==> config.mk <==
export PLATFORM = sky130hd
export DESIGN_NAME = adder_disp_ctrl
export DESIGN_NICKNAME = d
export VERILOG_FILES = /design/src/rtl/adder_ctrl_pkg.sv /design/src/rtl/adder_disp_ctrl_dwell_timer.sv /design/src/rtl/adder_disp_ctrl.sv
export SDC_FILE = /design/constraint.sdc
export NUM_CORES = 1
export LEC_CHECK = 0
export CORE_ASPECT_RATIO = 1.2
export CORE_MARGIN = 5
export CORE_UTILIZATION = 50
export CTS_BUF_LIST = sky130_fd_sc_hd__clkbuf_4 sky130_fd_sc_hd__clkbuf_8
export DETAILED_ROUTE_END_ITERATION = 10
export DONT_BUFFER_PORTS = 1
export PLACE_DENSITY_LB_ADDON = 0.3
export RECOVER_POWER = 25
export SLEW_MARGIN = 40
export SYNTH_ARGS = -nofsm -noshare
export SYNTH_HDL_FRONTEND = slang
export SYNTH_SLANG_ARGS = --single-unit
export TNS_END_PERCENT = 50
==> constraint.sdc <==
create_clock -name clk -period 8.2 [get_ports clk]
set_input_delay 1.64 -clock clk [delete_from_list [all_inputs] [get_ports clk]]
set_output_delay 1.64 -clock clk [all_outputs]
set_load 0.02 [all_outputs]
==> src/rtl/adder_ctrl_pkg.sv <==
// Shared constants for the adder/display sequencer: state encoding,
// last sweep index and operand width.
package adder_ctrl_pkg;

    typedef enum logic [1:0] {
        S_IDLE  = 2'd0,
        S_SHOW  = 2'd1,
        S_SWEEP = 2'd2,
        S_DONE  = 2'd3
    } state_e;

    localparam logic [8:0] SWEEP_LAST = 9'd511;
    localparam int         OPW        = 4;

endpackage

==> src/rtl/adder_disp_ctrl_dwell_timer.sv <==
// Dwell counter for the sweep: counts while run is high and raises tick
// on the last cycle of each dwell period, then wraps to zero.
module dwell_timer #(
    parameter int DWELL_CYCLES = 4,
    parameter int CNT_W        = 26
) (
    input  logic clk,
    input  logic rst,
    input  logic clr,
    input  logic run,
    output logic tick
);

    localparam logic [CNT_W-1:0] LAST = CNT_W'(DWELL_CYCLES - 1);

    logic [CNT_W-1:0] count_q, count_d;

    assign tick = run && (count_q == LAST);

    always_comb begin
        count_d = count_q;
        if (clr)
            count_d = '0;
        else if (run)
            count_d = tick ? '0 : count_q + 1'b1;
    end

    always_ff @(posedge clk or posedge rst) begin
        if (rst) count_q <= '0;
        else     count_q <= count_d;
    end

endmodule

==> src/rtl/adder_disp_ctrl.sv <==
// Operand/enable sequencer for the adder display datapath: manual loads via
// a valid/ready handshake, or an automatic sweep over all {cin,a,b} values.
module adder_disp_ctrl
    import adder_ctrl_pkg::*;
#(
    parameter int DWELL_CYCLES = 4,
    parameter int CNT_W        = 26
) (
    input  logic           clk,
    input  logic           rst,
    input  logic           mode,
    input  logic           ld_valid,
    output logic           ld_ready,
    input  logic [OPW-1:0] ld_a,
    input  logic [OPW-1:0] ld_b,
    input  logic           ld_cin,
    input  logic           pause,
    output logic [OPW-1:0] add_a,
    output logic [OPW-1:0] add_b,
    output logic           add_cin,
    output logic           disp_en,
    output logic           busy,
    output logic           sweep_done
);

    state_e           state_q, state_d;
    logic [8:0]       idx_q, idx_d;
    logic [OPW-1:0]   add_a_q, add_a_d, add_b_q, add_b_d;
    logic             add_cin_q, add_cin_d;
    logic             disp_en_q, disp_en_d;
    logic             done_q, done_d;
    logic             tick, tmr_clr, tmr_run, ld_fire;

    assign ld_ready = !rst && !mode && (state_q == S_IDLE || state_q == S_SHOW);
    assign ld_fire  = ld_valid && ld_ready;
    assign busy     = (state_q == S_SWEEP);

    // Timer is held cleared outside SWEEP and on the cycle the sweep aborts.
    assign tmr_clr = (state_q != S_SWEEP) || !mode;
    assign tmr_run = (state_q == S_SWEEP) && mode && !pause;

    dwell_timer #(
        .DWELL_CYCLES(DWELL_CYCLES),
        .CNT_W       (CNT_W)
    ) u_dwell (
        .clk (clk),
        .rst (rst),
        .clr (tmr_clr),
        .run (tmr_run),
        .tick(tick)
    );

    always_comb begin
        state_d   = state_q;
        idx_d     = idx_q;
        add_a_d   = add_a_q;
        add_b_d   = add_b_q;
        add_cin_d = add_cin_q;
        disp_en_d = disp_en_q;
        done_d    = 1'b0;
        unique case (state_q)
            S_IDLE, S_SHOW: begin
                if (mode) begin
                    state_d   = S_SWEEP;
                    idx_d     = '0;
                    {add_cin_d, add_a_d, add_b_d} = '0;
                    disp_en_d = 1'b1;
                end else if (ld_fire) begin
                    state_d   = S_SHOW;
                    add_a_d   = ld_a;
                    add_b_d   = ld_b;
                    add_cin_d = ld_cin;
                    disp_en_d = 1'b1;
                end
            end
            S_SWEEP: begin
                if (!mode) begin
                    state_d   = S_IDLE;
                    idx_d     = '0;
                    {add_cin_d, add_a_d, add_b_d} = '0;
                    disp_en_d = 1'b0;
                end else if (tick) begin
                    if (idx_q == SWEEP_LAST) begin
                        state_d = S_DONE;
                        done_d  = 1'b1;
                    end else begin
                        idx_d = idx_q + 9'd1;
                        {add_cin_d, add_a_d, add_b_d} = idx_d;
                    end
                end
            end
            S_DONE: begin
                state_d   = S_IDLE;
                idx_d     = '0;
                disp_en_d = 1'b0;
            end
            default: state_d = S_IDLE;
        endcase
    end

    always_ff @(posedge clk or posedge rst) begin
        if (rst) begin
            state_q   <= S_IDLE;
            idx_q     <= '0;
            add_a_q   <= '0;
            add_b_q   <= '0;
            add_cin_q <= 1'b0;
            disp_en_q <= 1'b0;
            done_q    <= 1'b0;
        end else begin
            state_q   <= state_d;
            idx_q     <= idx_d;
            add_a_q   <= add_a_d;
            add_b_q   <= add_b_d;
            add_cin_q <= add_cin_d;
            disp_en_q <= disp_en_d;
            done_q    <= done_d;
        end
    end

    assign add_a      = add_a_q;
    assign add_b      = add_b_q;
    assign add_cin    = add_cin_q;
    assign disp_en    = disp_en_q;
    assign sweep_done = done_q;

endmodule
# Word-level counts from Yosys, hierarchy flattened

Cells that the tools add are included.

Order comparisons: 0
Mux-type cells: 40
Bitwise gates (word level): 0
Reduce and logical (&&, ||, !) cells: 19
Shifts and indexed selects: 0
$mul: 0
Add/sub/neg operators: 2
Equality and inequality tests: 12
Div/mod/pow operators: 0

Operators with widths:

| kind                                                 | number |
|---|---|
| 2-to-1 mux 26 bit                                    | 3 |
| 2-to-1 mux 4 bit                                     | 10 |
| 2-to-1 mux 9 bit                                     | 4 |
| case mux 9 bit (3 select lines)                      | 1 |
| adder 26 x 1 -> 26 bit, second input constant        | 1 |
| equality test 26 x 2 -> 1 bit, second input constant | 1 |
| case mux 4 bit (2 select lines)                      | 2 |
| 2-to-1 mux 1 bit                                     | 12 |
| 2-to-1 mux 2 bit                                     | 5 |
| adder 9 x 1 -> 9 bit, second input constant          | 1 |
| equality test 9 bit, second input constant           | 1 |
| logical AND 1 bit                                    | 6 |
| != test 2 bit, second input constant                 | 3 |
| != test 3 x 2 -> 1 bit, second input constant        | 2 |
| != test 3 bit, second input constant                 | 2 |
| case mux 2 bit (3 select lines)                      | 1 |
| AND reduction 3 bit                                  | 2 |
| equality test 2 bit, second input constant           | 2 |
| AND reduction 4 bit                                  | 1 |
| nonzero test 2 bit                                   | 2 |
| logical NOT 1 bit                                    | 3 |
| case mux 1 bit (3 select lines)                      | 1 |
| equality test 2 x 1 -> 1 bit, second input constant  | 1 |
| logical NOT 2 bit                                    | 1 |
| 4 further kinds                                      | 5 |

Memories: 0
Register bits after elaboration: 48
Memory bits (writable): 0
Bits in read-only memories: 0
Input bits: 14
Bits in latches: 0
Word-level logic and storage cells: 81
Output and inout port bits: 13

# Depth between registers and ports, before layout

Gate-level depths: netlist (run 1).

Depth in word-level cells: 7
Gate-level depth with buffers: 9
Mapped depth without buffers: 8

# Modules after synthesis

Synthesis (run 1) repeated with hierarchy kept, for this count alone.

Cell total of the unflattened synthesis: 270
Area, all modules: 2,680.1 sq um

Modules (own cells, without submodules):

| module          | cells each | times used | area an instance (sq um) |
|---|---|---|---|
| dwell_timer     | 159        | 1          | 1,465.2 |
| adder_disp_ctrl | 111        | 1          | 1,214.9 |

# Worst setup path before layout (run 1)

No wires, ideal clock.

Kind: input to output
From: in mode
To: out ld_ready
Path buffers: 1
Cell stages on the path: 2
Required time: 6,560 ps
Setup slack: 4,257 ps
Data arrival time: 2,303 ps
Cell sequence: buf_2 nor3_1

Cells in the longest elaborated chain, start to end: 3

Ends and longest elaborated chain:

| item                            | line                  | text |
|---|---|---|
| from (decl)                     | adder_disp_ctrl.sv:11 | `input logic mode,` |
| logical NOT 1 bit               | --                    |  |
| logical AND 1 bit (2 in series) | adder_disp_ctrl.sv:34 | `assign ld_ready = !rst && !mode && (state_q == S_IDLE \|\| state_q == S_SHOW);` |
| to (decl)                       | adder_disp_ctrl.sv:13 | `output logic ld_ready,` |

No other way between the ends.

# Final worst setup path (run 1)

Same ends and word-level chain as after synthesis.

==> results of run 1 <==
## logic make-up after synthesis
logic type               Yosys count
AND/OR/NAND/NOR                  130
buffers and inverters             15
adder cells (fa/ha/maj)            3
AO/OA/AOI/OAI                     32
multiplexers                      10
flip-flops                        48
XOR/XNOR                          27
## layout by cell type (no fill, tap or decap), drive strengths merged, types with 2 or more instances in the layout
master	count
xor2	17
a211o	5
nand4	9
mux2	9
a22oi	3
or4	3
nor3	7
nand2	26
xnor2	10
nor4b	3
o21ai	9
a22o	3
nand3	16
ha	3
a21oi	7
nor2	35
and3	8
inv	5
and2	2
clkbuf	5
clkinvlp	2
dfrtp	48
nor2b	3
nand2b	2
nor4	11
## cell type report
cell class,instances,area (um^2),share of cell area
multi-input cells,202,1350,0.488
flip-flops and latches,48,1200,0.433
well taps,60,75.1,0.0271
clock buffers,5,68.8,0.0248
clock inverters,3,46.3,0.0167
inverters,5,20.0,0.00722
repair buffers,1,7.51,0.00271
## flip-flops by register name, summed over array words and instances, names as in the netlist
signal           cells
idx_q                9
add_cin              1
state_q              2
add_b                4
sweep_done           1
add_a                4
disp_en              1
u_dwell.count_q     26
## per-layer routing
metal  vias up  part of all wire  global-route usage
met4         0             0.014              0.0588
met1       941              0.44               0.212
li1        935                 -                   -
met3         7             0.037              0.0333
met5         -                 0                   0
met2        37              0.51               0.282
## power groups by stage
stage / clock (mW) / combinational [mW] / sequential (mW)
finish: 0.175 / 0.0298 / 0.253
global route: 0.190 / 0.0331 / 0.254
CTS: 0.178 / 0.0306 / 0.254
detailed placement: 0 / 0.0306 / 0.258
global placement: 0 / 0.0297 / 0.258
floorplan: 0 / 0.0263 / 0.256
## path summary, 6_finish.rpt
path	slack, ns	from	cells after the start	to
min	0.52	idx_q[8]	1	idx_q[8]
max in group asynchronous	5.50	rst	1	u_dwell.count_q[3]
min reg2reg	0.52	idx_q[8]	1	idx_q[8]
max	4.39	mode	1	ld_ready
max reg2reg	5.27	idx_q[0]	8	add_a[0]
min in group asynchronous	1.76	rst	1	idx_q[2]
## per-stage QoR
step	power (mW)	util	setup WS (ns)
after floorplan	0.282	-	4.26
after global placement	0.288	0.528	4.39
after detailed placement	0.289	0.530	4.38
after CTS	0.463	0.553	4.38
after global routing	0.478	0.553	4.38
final	0.458	0.553	4.39
==> impl_metrics.prom, run 1 <==
# TYPE chip_impl_metric gauge
chip_impl_metric{name="switching_share",unit=""} 0.247
chip_impl_metric{name="cpPeakStageDelay",unit="ns"} 0.53
chip_impl_metric{name="area_growth_syn_to_layout",unit="%"} 5.83
chip_impl_metric{name="drt-initial-drc-count",unit=""} 133
chip_impl_metric{name="pin_count_of_the_biggest_net_entering_global_routing",unit=""} 49
chip_impl_metric{name="count_of_final_hold_check_violations",unit=""} 0
chip_impl_info{name="ctsRootBufferMaster",value="clkbuf_8"} 1
chip_impl_metric{name="detail_route.drc_violations",unit=""} 0
chip_impl_metric{name="power_per_cell_area",unit="nW/um^2"} 165
chip_impl_metric{name="routed_wl",unit="um"} 5390
chip_impl_metric{name="yosys_register_bits",unit=""} 48
chip_impl_metric{name="global_route_wire_length_before_repair",unit="um"} 9200
chip_impl_metric{name="final_layout_size_suffix_gt1_frac",unit=""} 0.110
chip_impl_metric{name="filler_cell_count",unit=""} 446
chip_impl_metric{name="synth_async_sr_flop_share",unit=""} 1.00
chip_impl_metric{name="worstSkewPairLatency",unit="ns"} 0.30
chip_impl_metric{name="via_per_inst",unit=""} 5.93
chip_impl_metric{name="die_w",unit="um"} 76.1
chip_impl_metric{name="fmax",unit="MHz"} 262
chip_impl_metric{name="grt_pass1_vias",unit=""} 1890
chip_impl_metric{name="tritoncts_num_sinks",unit=""} 48
chip_impl_info{name="dominantRegCellSynth",value="dfrtp_1"} 1
chip_impl_metric{name="placementRows",unit=""} 28
chip_impl_metric{name="critical_path.n_buffers_inverters",unit=""} 0
chip_impl_info{name="synth_commonest_cells",value="48 x dfrtp_1, 35 x nor2_1, 26 x nand2_1"} 1
chip_impl_metric{name="power_frac_seq",unit=""} 0.553
chip_impl_metric{name="area_fraction_in_compound_gates_after_synthesis",unit=""} 0.0855
chip_impl_metric{name="core-area",unit="um^2"} 5010
chip_impl_metric{name="power.switching",unit="mW"} 0.113
chip_impl_metric{name="dpl-instance-area",unit="um^2"} 2660
chip_impl_metric{name="post_drt_wl_per_cell",unit="um"} 16.6
chip_impl_metric{name="maxSlewViolCount",unit=""} 49
chip_impl_metric{name="timing_worst_slew_pin_value",unit="ns"} 2.09
chip_impl_metric{name="synth_simple_gate_area_frac",unit=""} 0.269
chip_impl_metric{name="cts-buffers-inserted",unit=""} 5
chip_impl_metric{name="start_util",unit=""} 0.523
chip_impl_metric{name="worst_slew_margin_rel",unit=""} -0.401
chip_impl_metric{name="clock_skew",unit="ns"} 0.00733
chip_impl_metric{name="gp_congestion",unit=""} 0.879
chip_impl_metric{name="synth_top_area_share",unit=""} 0.459
chip_impl_metric{name="final_period_minus_worst_setup_slack",unit="ns"} 3.81
chip_impl_metric{name="antenna_left",unit=""} 0
chip_impl_metric{name="final-instance-count-excl-fill",unit=""} 324
chip_impl_metric{name="finalHoldWorstSlack",unit="ns"} 0.525
chip_impl_metric{name="nNetsFinal",unit=""} 280
chip_impl_metric{name="synth.yosys.seq_area_share",unit=""} 0.459
chip_impl_metric{name="portBuffers",unit=""} 0
chip_impl_metric{name="comb_power_share",unit=""} 0.065
chip_impl_metric{name="cts_resized",unit=""} 0
chip_impl_metric{name="die_y",unit="um"} 89.3
chip_impl_metric{name="ctsLongestPathBuffers",unit=""} 2
chip_impl_metric{name="place_inst",unit=""} 316
chip_impl_info{name="grt_setup_unrepaired",value="false"} 1
chip_impl_metric{name="power.static_leakage",unit="nW"} 1.21
chip_impl_metric{name="number_of_antenna_repair_diodes",unit=""} 0
chip_impl_metric{name="synth-edff-count",unit=""} 0
chip_impl_info{name="tritoncts",value="yes"} 1
chip_impl_metric{name="critical_path.max_fanout",unit=""} 11
chip_impl_info{name="synthMostInstantiatedCell",value="dfrtp_1"} 1
chip_impl_metric{name="fin_area",unit="um^2"} 2770
chip_impl_metric{name="synth_fp_nets",unit=""} 282
chip_impl_metric{name="internal_power",unit="mW"} 0.345
chip_impl_metric{name="power.ir.vdd_worst",unit="uV"} 81.4
chip_impl_metric{name="synth_mux_area_frac",unit=""} 0.0540
chip_impl_metric{name="post-route-period-util",unit=""} 0.465
chip_impl_info{name="crit_slowest_cell",value="nor3_1"} 1
chip_impl_info{name="timing.critical_path.to_type",value="output port"} 1
chip_impl_metric{name="antenna_found_initial",unit=""} 0
chip_impl_metric{name="globalRouteOverflowTotal",unit=""} 0
chip_impl_info{name="cp_top_family",value="simple AND/OR/NAND/NOR gates"} 1
chip_impl_metric{name="detailroute.via_count",unit=""} 1920
chip_impl_info{name="cp-start-kind",value="input port"} 1
chip_impl_metric{name="yosysUniqueCellTypes",unit=""} 44
chip_impl_metric{name="dieArea",unit="um^2"} 6790
chip_impl_metric{name="mappedNetlistArea",unit="um^2"} 2620
chip_impl_metric{name="fin_setup_tns",unit="ns"} 0
chip_impl_metric{name="timing.max_cap.violations",unit=""} 1
chip_impl_metric{name="syn_inst",unit=""} 265
chip_impl_metric{name="cts_hold_repair.buffers",unit=""} 0
chip_impl_metric{name="drt_pre_antenna_iters",unit=""} 4
chip_impl_info{name="hp-class",value="flip-flop to flip-flop"} 1
chip_impl_metric{name="worst_setup_hold_path_clk_slew",unit="ns"} 0.09
chip_impl_metric{name="synth_adder_area_share",unit=""} 0.0143
chip_impl_metric{name="worstPathArrival",unit="ns"} 2.17
chip_impl_info{name="result_of_the_run",value="finished, violations left"} 1
chip_impl_metric{name="io_pins",unit=""} 27
chip_impl_metric{name="crit_required",unit="ns"} 6.56
chip_impl_metric{name="cts_max_level",unit=""} 2
chip_impl_metric{name="setup_viol_count_final",unit=""} 0
chip_impl_metric{name="cts.repair_timing.setup_buffer_count",unit=""} 0
chip_impl_info{name="dominant_combinational_cell_family_by_area_after_synthesis",value="simple AND/OR/NAND/NOR gates"} 1
chip_impl_metric{name="hpwl_reported_at_the_end_of_detailed_placement",unit="um"} 3800
chip_impl_metric{name="yosysWarnings",unit=""} 0
chip_impl_info{name="path_class",value="input port to output port"} 1
chip_impl_info{name="cell_taking_the_most_area_after_synthesis",value="dfrtp_1"} 1
chip_impl_metric{name="globalRouteTotalUtil",unit=""} 0.166
chip_impl_metric{name="post_synth_xor_xnor_area",unit=""} 0.0903
chip_impl_info{name="violations",value="max-capacitance violations, max-slew violations"} 1
chip_impl_info{name="synthTopCellsByArea",value="dfrtp_1 46%, xor2_1 5.7%, nor2_1 5.0%"} 1
chip_impl_metric{name="clock_power_share",unit=""} 0.382
chip_impl_metric{name="syn_avg_cell_area",unit="um^2"} 9.88
chip_impl_info{name="critical_path.cell_chain",value="nor3_1"} 1
Note: power is estimated with default switching activity, not from simulation.
==> run 2, diff against run 1 <==
==> constraint.sdc (replaced) <==
create_clock -name clk -period 3.58 [get_ports clk]
set_input_delay 0.716 -clock clk [delete_from_list [all_inputs] [get_ports clk]]
set_output_delay 0.716 -clock clk [all_outputs]
set_load 0.02 [all_outputs]
==> run 2 against run 1 <==
  * The run still ends with max-capacitance violations, max-slew violations left
  * Critical path type is now flip-flop to flip-flop
  * Final area hardly changed
  * Clock-buffer cell count is 2 higher
  * Die area stayed put
  * Sequential share of layout area hardly changed
  * Worst hold slack better by 0.0092 ns
  * Worst setup slack worse by 3.7 ns
  * Global-route usage is 0.88 points higher
  * Critical endpoint is now add_b[2]
  * Sequential power is 130% higher
  * Highest routed layer unchanged
==> impl_metrics.prom, run 2 (same netlist as run 1, synthesis figures left out) <==
# TYPE chip_impl_metric gauge
chip_impl_info{name="result_of_the_run",value="finished, violations left"} 1
chip_impl_info{name="violations",value="max-capacitance violations, max-slew violations"} 1
chip_impl_metric{name="die_y",unit="um"} 89.3
chip_impl_metric{name="cts-buffers-inserted",unit=""} 5
chip_impl_metric{name="dp_worst_setup_slack",unit="ns"} 0.745
chip_impl_metric{name="power_per_cell_area",unit="nW/um^2"} 361
chip_impl_metric{name="nNetsFinal",unit=""} 283
chip_impl_info{name="timing.critical_path.to_type",value="flip-flop"} 1
chip_impl_metric{name="final_layout_size_suffix_gt1_frac",unit=""} 0.116
chip_impl_metric{name="cts_max_level",unit=""} 2
chip_impl_metric{name="post-route-period-util",unit=""} 0.795
chip_impl_info{name="ctsRootBufferMaster",value="clkbuf_8"} 1
chip_impl_metric{name="layout_setup_ws",unit="ns"} 0.735
chip_impl_metric{name="fin_setup_tns",unit="ns"} 0
chip_impl_metric{name="cts.repair_timing.setup_buffer_count",unit=""} 0
chip_impl_metric{name="antenna_left",unit=""} 0
chip_impl_metric{name="globalRouteTotalUtil",unit=""} 0.175
chip_impl_metric{name="cts_hold_repair.buffers",unit=""} 0
chip_impl_metric{name="timing_worst_slew_pin_value",unit="ns"} 2.10
chip_impl_info{name="hp-class",value="input port to flip-flop"} 1
chip_impl_metric{name="maxSlewViolCount",unit=""} 49
chip_impl_metric{name="drt-initial-drc-count",unit=""} 112
chip_impl_metric{name="cts_resized",unit=""} 0
chip_impl_metric{name="antenna_found_initial",unit=""} 0
chip_impl_metric{name="drt_pre_antenna_iters",unit=""} 4
chip_impl_metric{name="count_of_final_hold_check_violations",unit=""} 0
chip_impl_metric{name="core-area",unit="um^2"} 5010
chip_impl_metric{name="timing.max_cap.violations",unit=""} 1
chip_impl_metric{name="die_w",unit="um"} 76.1
chip_impl_info{name="reg_top3",value="u_dwell.count_q (26), idx_q (9)"} 1
chip_impl_metric{name="via_per_inst",unit=""} 5.98
chip_impl_metric{name="gp_congestion",unit=""} 0.863
chip_impl_info{name="most_common_cell_after_layout_fill_and_taps_aside",value="dfrtp_1"} 1
chip_impl_metric{name="power.static_leakage",unit="nW"} 1.22
chip_impl_metric{name="critical_path.max_fanout",unit=""} 9
chip_impl_metric{name="fmax",unit="MHz"} 351
chip_impl_metric{name="worst_setup_hold_path_clk_slew",unit="ns"} 0.09
chip_impl_metric{name="power.ir.vdd_worst",unit="uV"} 183
chip_impl_metric{name="portBuffers",unit=""} 0
chip_impl_metric{name="largest_register_ffs",unit=""} 26
chip_impl_metric{name="post_drt_wl_per_cell",unit="um"} 16.9
chip_impl_info{name="path_class",value="flip-flop to flip-flop"} 1
chip_impl_info{name="cp-start-kind",value="flip-flop"} 1
chip_impl_info{name="layout.cells.most_common_list",value="48 x dfrtp_1, 35 x nor2_1, 26 x nand2_1, 17 x xor2_1, 16 x nand3_1"} 1
chip_impl_metric{name="grt_pass1_vias",unit=""} 1989
chip_impl_info{name="largest_register",value="u_dwell.count_q"} 1
chip_impl_metric{name="worstPathArrival",unit="ns"} 3.03
chip_impl_metric{name="placementRows",unit=""} 28
chip_impl_metric{name="worst_slew_margin_rel",unit=""} -0.406
chip_impl_metric{name="pin_count_of_the_biggest_net_entering_global_routing",unit=""} 49
chip_impl_info{name="tritoncts",value="yes"} 1
chip_impl_metric{name="number_of_antenna_repair_diodes",unit=""} 0
chip_impl_metric{name="globalRouteOverflowTotal",unit=""} 0
chip_impl_metric{name="io_pins",unit=""} 27
chip_impl_metric{name="routed_wl",unit="um"} 5530
chip_impl_metric{name="crit_required",unit="ns"} 3.77
chip_impl_metric{name="hpwl_reported_at_the_end_of_detailed_placement",unit="um"} 3950
chip_impl_metric{name="tritoncts_num_sinks",unit=""} 48
chip_impl_metric{name="area_growth_syn_to_layout",unit="%"} 5.78
chip_impl_metric{name="filler_cell_count",unit=""} 465
chip_impl_metric{name="worstSkewPairLatency",unit="ns"} 0.30
chip_impl_metric{name="dieArea",unit="um^2"} 6790
chip_impl_metric{name="start_util",unit=""} 0.523
chip_impl_info{name="grt_setup_unrepaired",value="false"} 1
chip_impl_metric{name="clock_skew",unit="ns"} 0.00562
chip_impl_metric{name="detail_route.drc_violations",unit=""} 0
chip_impl_metric{name="global_route_wire_length_before_repair",unit="um"} 9670
chip_impl_metric{name="detailroute.via_count",unit=""} 1955
chip_impl_metric{name="ctsLongestPathBuffers",unit=""} 2
chip_impl_metric{name="setup_viol_count_final",unit=""} 0
chip_impl_metric{name="final_period_minus_worst_setup_slack",unit="ns"} 2.85
==> run 2: per-layer routing <==
metal	share of wire	up-vias	GRT usage
met1	0.44	963	0.213
met3	0.044	6	0.0433
li1	-	948	-
met2	0.51	38	0.310
met4	0.010	0	0.0477
met5	0	-	0
==> run 2: metrics by stage <==
stage          utilization  cells  area, um^2  total power [mW]  hold WS, ns
2_1_floorplan            -    265        2620             0.646        0.480
3_3_place_gp         0.533    319        2670             0.662        0.515
3_5_place_dp         0.534    319        2670             0.664        0.530
4_1_cts              0.553    327        2770              1.01        0.376
5_1_grt              0.553    327        2770              1.04        0.540
6_report             0.553    327        2770             0.999        0.534
==> run 2: critical path: stages (launching register included) <==
cell	delay, ns
dfrtp_1	0.43
ha_1	0.27
nand3_1	0.16
nor2_1	0.10
and3_1	0.19
ha_1	0.20
or4_4	0.62
a21oi_4	0.44
mux2_4	0.34
==> run 2: area by class of cell <==
cell class                      count  area, um^2  share of cell area
Sequential cell                    48        1200               0.434
Clock buffer                        7        90.1              0.0325
Tap cell                           60        75.1              0.0271
Multi-Input combinational cell    202        1350               0.486
Clock inverter                      1        7.51             0.00271
Inverter                            5        20.0             0.00723
Timing Repair Buffer                4        30.0              0.0108
==> run 2: path summary, 6_finish.rpt <==
| path | start | end | slack [ns] | cells past startpoint |
|---|---|---|---|---|
| setup / recovery | idx_q[0] | add_b[2] | 0.73 | 8 |
| hold / removal | mode | state_q[1] | 0.53 | 2 |
| setup reg to reg | idx_q[0] | add_b[2] | 0.73 | 8 |
| hold reg to reg | idx_q[8] | idx_q[8] | 0.55 | 1 |
| max in group asynchronous | rst | add_a[2] | 1.79 | 1 |
| min in group asynchronous | rst | state_q[1] | 0.83 | 1 |
==> run 2: power by group <==
| group | internal (mW) | total [mW] | switching [mW] |
|---|---|---|---|
| clock | 0.165 | 0.349 | 0.184 |
| combinational | 0.0274 | 0.0703 | 0.0428 |
| sequential | 0.555 | 0.580 | 0.0258 |
==> run 3, diff against run 2 <==
==> constraint.sdc (replaced) <==
create_clock -name clk -period 2.62 [get_ports clk]
set_input_delay 0.524 -clock clk [delete_from_list [all_inputs] [get_ports clk]]
set_output_delay 0.524 -clock clk [all_outputs]
set_load 0.02 [all_outputs]
==> run 3 against run 2 <==
  * Sequential cell count unchanged
  * Worst hold slack lost 0.33 ns
  * The flow now finishes without violations
  * Worst setup slack lost 0.62 ns
  * First-iteration DRC count increased by 27%
  * Clock power is 55% higher
  * Register-to-register slack lost 0.62 ns
  * Core utilization grew 1.2 points
  * Critical path depth increased by 1
  * Non-clock buffer count grew 7
  * Cell count up 2.1%
  * Combinational power increased by 44%
  * Critical endpoint unchanged
==> impl_metrics.prom, run 3 (same netlist as run 1, synthesis figures left out) <==
# TYPE chip_impl_metric gauge
chip_impl_info{name="result_of_the_run",value="finished, final reports clean"} 1
chip_impl_metric{name="clock_skew",unit="ns"} 0.00818
chip_impl_metric{name="die_y",unit="um"} 89.3
chip_impl_metric{name="worstPathArrival",unit="ns"} 2.71
chip_impl_metric{name="dieArea",unit="um^2"} 6790
chip_impl_info{name="timing.critical_path.to_type",value="flip-flop"} 1
chip_impl_info{name="path_class",value="flip-flop to flip-flop"} 1
chip_impl_info{name="ctsRootBufferMaster",value="clkbuf_8"} 1
chip_impl_metric{name="final_layout_size_suffix_gt1_frac",unit=""} 0.135
chip_impl_metric{name="setup_viol_count_final",unit=""} 0
chip_impl_metric{name="antenna_found_initial",unit=""} 0
chip_impl_metric{name="finalHoldWorstSlack",unit="ns"} 0.207
chip_impl_metric{name="ctsLongestPathBuffers",unit=""} 2
chip_impl_metric{name="worst_slew_margin_rel",unit=""} 0.502
chip_impl_metric{name="critical_path.max_fanout",unit=""} 8
chip_impl_metric{name="crit_required",unit="ns"} 2.82
chip_impl_metric{name="cpPeakStageDelay",unit="ns"} 0.58
chip_impl_metric{name="area_growth_syn_to_layout",unit="%"} 8.17
chip_impl_metric{name="via_per_inst",unit=""} 5.91
chip_impl_info{name="hp-class",value="input port to async pin"} 1
chip_impl_metric{name="start_util",unit=""} 0.523
chip_impl_metric{name="globalRouteOverflowTotal",unit=""} 0
chip_impl_metric{name="count_of_final_hold_check_violations",unit=""} 0
chip_impl_metric{name="antenna_left",unit=""} 0
chip_impl_metric{name="timing_worst_slew_pin_value",unit="ns"} 0.747
chip_impl_metric{name="timing.max_cap.violations",unit=""} 0
chip_impl_info{name="grt_setup_unrepaired",value="false"} 1
chip_impl_metric{name="tritoncts_num_sinks",unit=""} 48
chip_impl_metric{name="power.ir.vdd_worst",unit="uV"} 301
chip_impl_metric{name="fin_setup_tns",unit="ns"} 0
chip_impl_metric{name="hpwl_reported_at_the_end_of_detailed_placement",unit="um"} 3910
chip_impl_metric{name="detailroute.via_count",unit=""} 1975
chip_impl_metric{name="post_drt_wl_per_cell",unit="um"} 16.3
chip_impl_metric{name="pin_count_of_the_biggest_net_entering_global_routing",unit=""} 31
chip_impl_metric{name="nNetsFinal",unit=""} 290
chip_impl_metric{name="globalRouteTotalUtil",unit=""} 0.174
chip_impl_metric{name="number_of_antenna_repair_diodes",unit=""} 0
chip_impl_metric{name="power.static_leakage",unit="nW"} 1.26
chip_impl_metric{name="core-area",unit="um^2"} 5010
chip_impl_metric{name="portBuffers",unit=""} 0
chip_impl_info{name="most_common_cell_after_layout_fill_and_taps_aside",value="dfrtp_1"} 1
chip_impl_metric{name="drt-initial-drc-count",unit=""} 142
chip_impl_metric{name="io_pins",unit=""} 27
chip_impl_info{name="cp-start-kind",value="flip-flop"} 1
chip_impl_metric{name="final-seq-area",unit="um^2"} 1200
chip_impl_metric{name="filler_cell_count",unit=""} 465
chip_impl_info{name="cp_top_family",value="simple AND/OR/NAND/NOR gates"} 1
chip_impl_info{name="largest_register",value="u_dwell.count_q"} 1
chip_impl_metric{name="critical_path.n_buffers_inverters",unit=""} 1
chip_impl_metric{name="drt_pre_antenna_iters",unit=""} 6
chip_impl_metric{name="routed_wl",unit="um"} 5430
chip_impl_metric{name="global_route_wire_length_before_repair",unit="um"} 9450
chip_impl_metric{name="power_per_cell_area",unit="nW/um^2"} 507
chip_impl_info{name="layout.cells.most_common_list",value="48 x dfrtp_1, 35 x nor2_1, 26 x nand2_1, 17 x xor2_1, 16 x nand3_1"} 1
chip_impl_metric{name="cts-buffers-inserted",unit=""} 5
chip_impl_metric{name="detail_route.drc_violations",unit=""} 0
chip_impl_metric{name="worst_setup_hold_path_clk_slew",unit="ns"} 0.09
chip_impl_metric{name="post-route-period-util",unit=""} 0.957
chip_impl_metric{name="die_w",unit="um"} 76.1
chip_impl_metric{name="final_period_minus_worst_setup_slack",unit="ns"} 2.51
chip_impl_metric{name="largest_register_ffs",unit=""} 26
chip_impl_info{name="reg_top3",value="u_dwell.count_q (26), idx_q (9)"} 1
chip_impl_metric{name="area_occupied_by_multi_input_gates",unit="um^2"} 1350
chip_impl_info{name="tritoncts",value="yes"} 1
chip_impl_metric{name="placementRows",unit=""} 28
chip_impl_metric{name="cts_resized",unit=""} 0
chip_impl_metric{name="fmax",unit="MHz"} 399
chip_impl_info{name="crit_slowest_cell",value="or4_4"} 1
chip_impl_metric{name="gp_congestion",unit=""} 0.886
chip_impl_metric{name="maxSlewViolCount",unit=""} 0
chip_impl_metric{name="worstSkewPairLatency",unit="ns"} 0.30
chip_impl_info{name="critical_path.cell_chain",value="ha_2, nand3_1, nor2_1, and3_1, ha_1, or4_4, a21oi_4, buf_4, mux2_4"} 1
chip_impl_metric{name="cts_max_level",unit=""} 2
chip_impl_metric{name="grt_pass1_vias",unit=""} 1961
## run 3: per-layer routing
metal,vias up,share of wire,track usage
met5,-,0,0
met1,964,0.44,0.214
li1,958,-,-
met3,12,0.036,0.0383
met4,0,0.019,0.0556
met2,41,0.51,0.305
## run 3: final timing paths
kind                          start                  end  slack [ns]  cells after the start
max                        idx_q[0]             add_b[2]        0.11                      9
min                             rst             idx_q[1]        0.21                      1
min reg2reg                idx_q[8]             idx_q[8]        0.53                      1
min in group clk               mode           state_q[1]        0.34                      2
max in group asynchronous       rst  u_dwell.count_q[22]        1.24                      2
max reg2reg                idx_q[0]             add_b[2]        0.11                      9
## run 3: repair_timing
| action | in CTS | in global routing |
|---|---|---|
| endpoints found under the setup margin | 0 | 8 |
| setup buffers | 0 | 1 |
| hold buffers | 0 | 0 |
## run 3: layout make-up
class                   count  share of cell area
clock inverters             3              0.0150
multi-input cells         202               0.475
clock buffers               5              0.0243
inverters                   5             0.00663
well taps                  60              0.0265
repair buffers             11              0.0283
flip-flops and latches     48               0.424
## run 3: worst register-to-register path: cells and delay by family (launching register included)
kind                     cells  cell delay [ns]
adder cells (fa/ha/maj)      2             0.42
AND/OR/NAND/NOR              4             0.92
flip-flops                   1             0.42
buffers and inverters        1             0.19
multiplexers                 1             0.31
AO/OA/AOI/OAI                1             0.15
## run 3: power by group
part	switching [mW]	internal (mW)	leakage, nW
logic	0.0600	0.0414	0.546
registers	0.0349	0.758	0.659
clock network	0.260	0.283	0.0541
## run 3: stage by stage
stage,instances,area (um^2),power (mW),setup slack (ns),util
2_1_floorplan,265,2620,0.883,0.0130,-
3_3_place_gp,325,2720,0.910,0.141,0.542
3_5_place_dp,325,2720,0.911,0.0923,0.542
4_1_cts,333,2830,1.45,0.0789,0.564
5_1_grt,334,2830,1.49,0.0116,0.565
6_report,334,2830,1.44,0.112,0.565
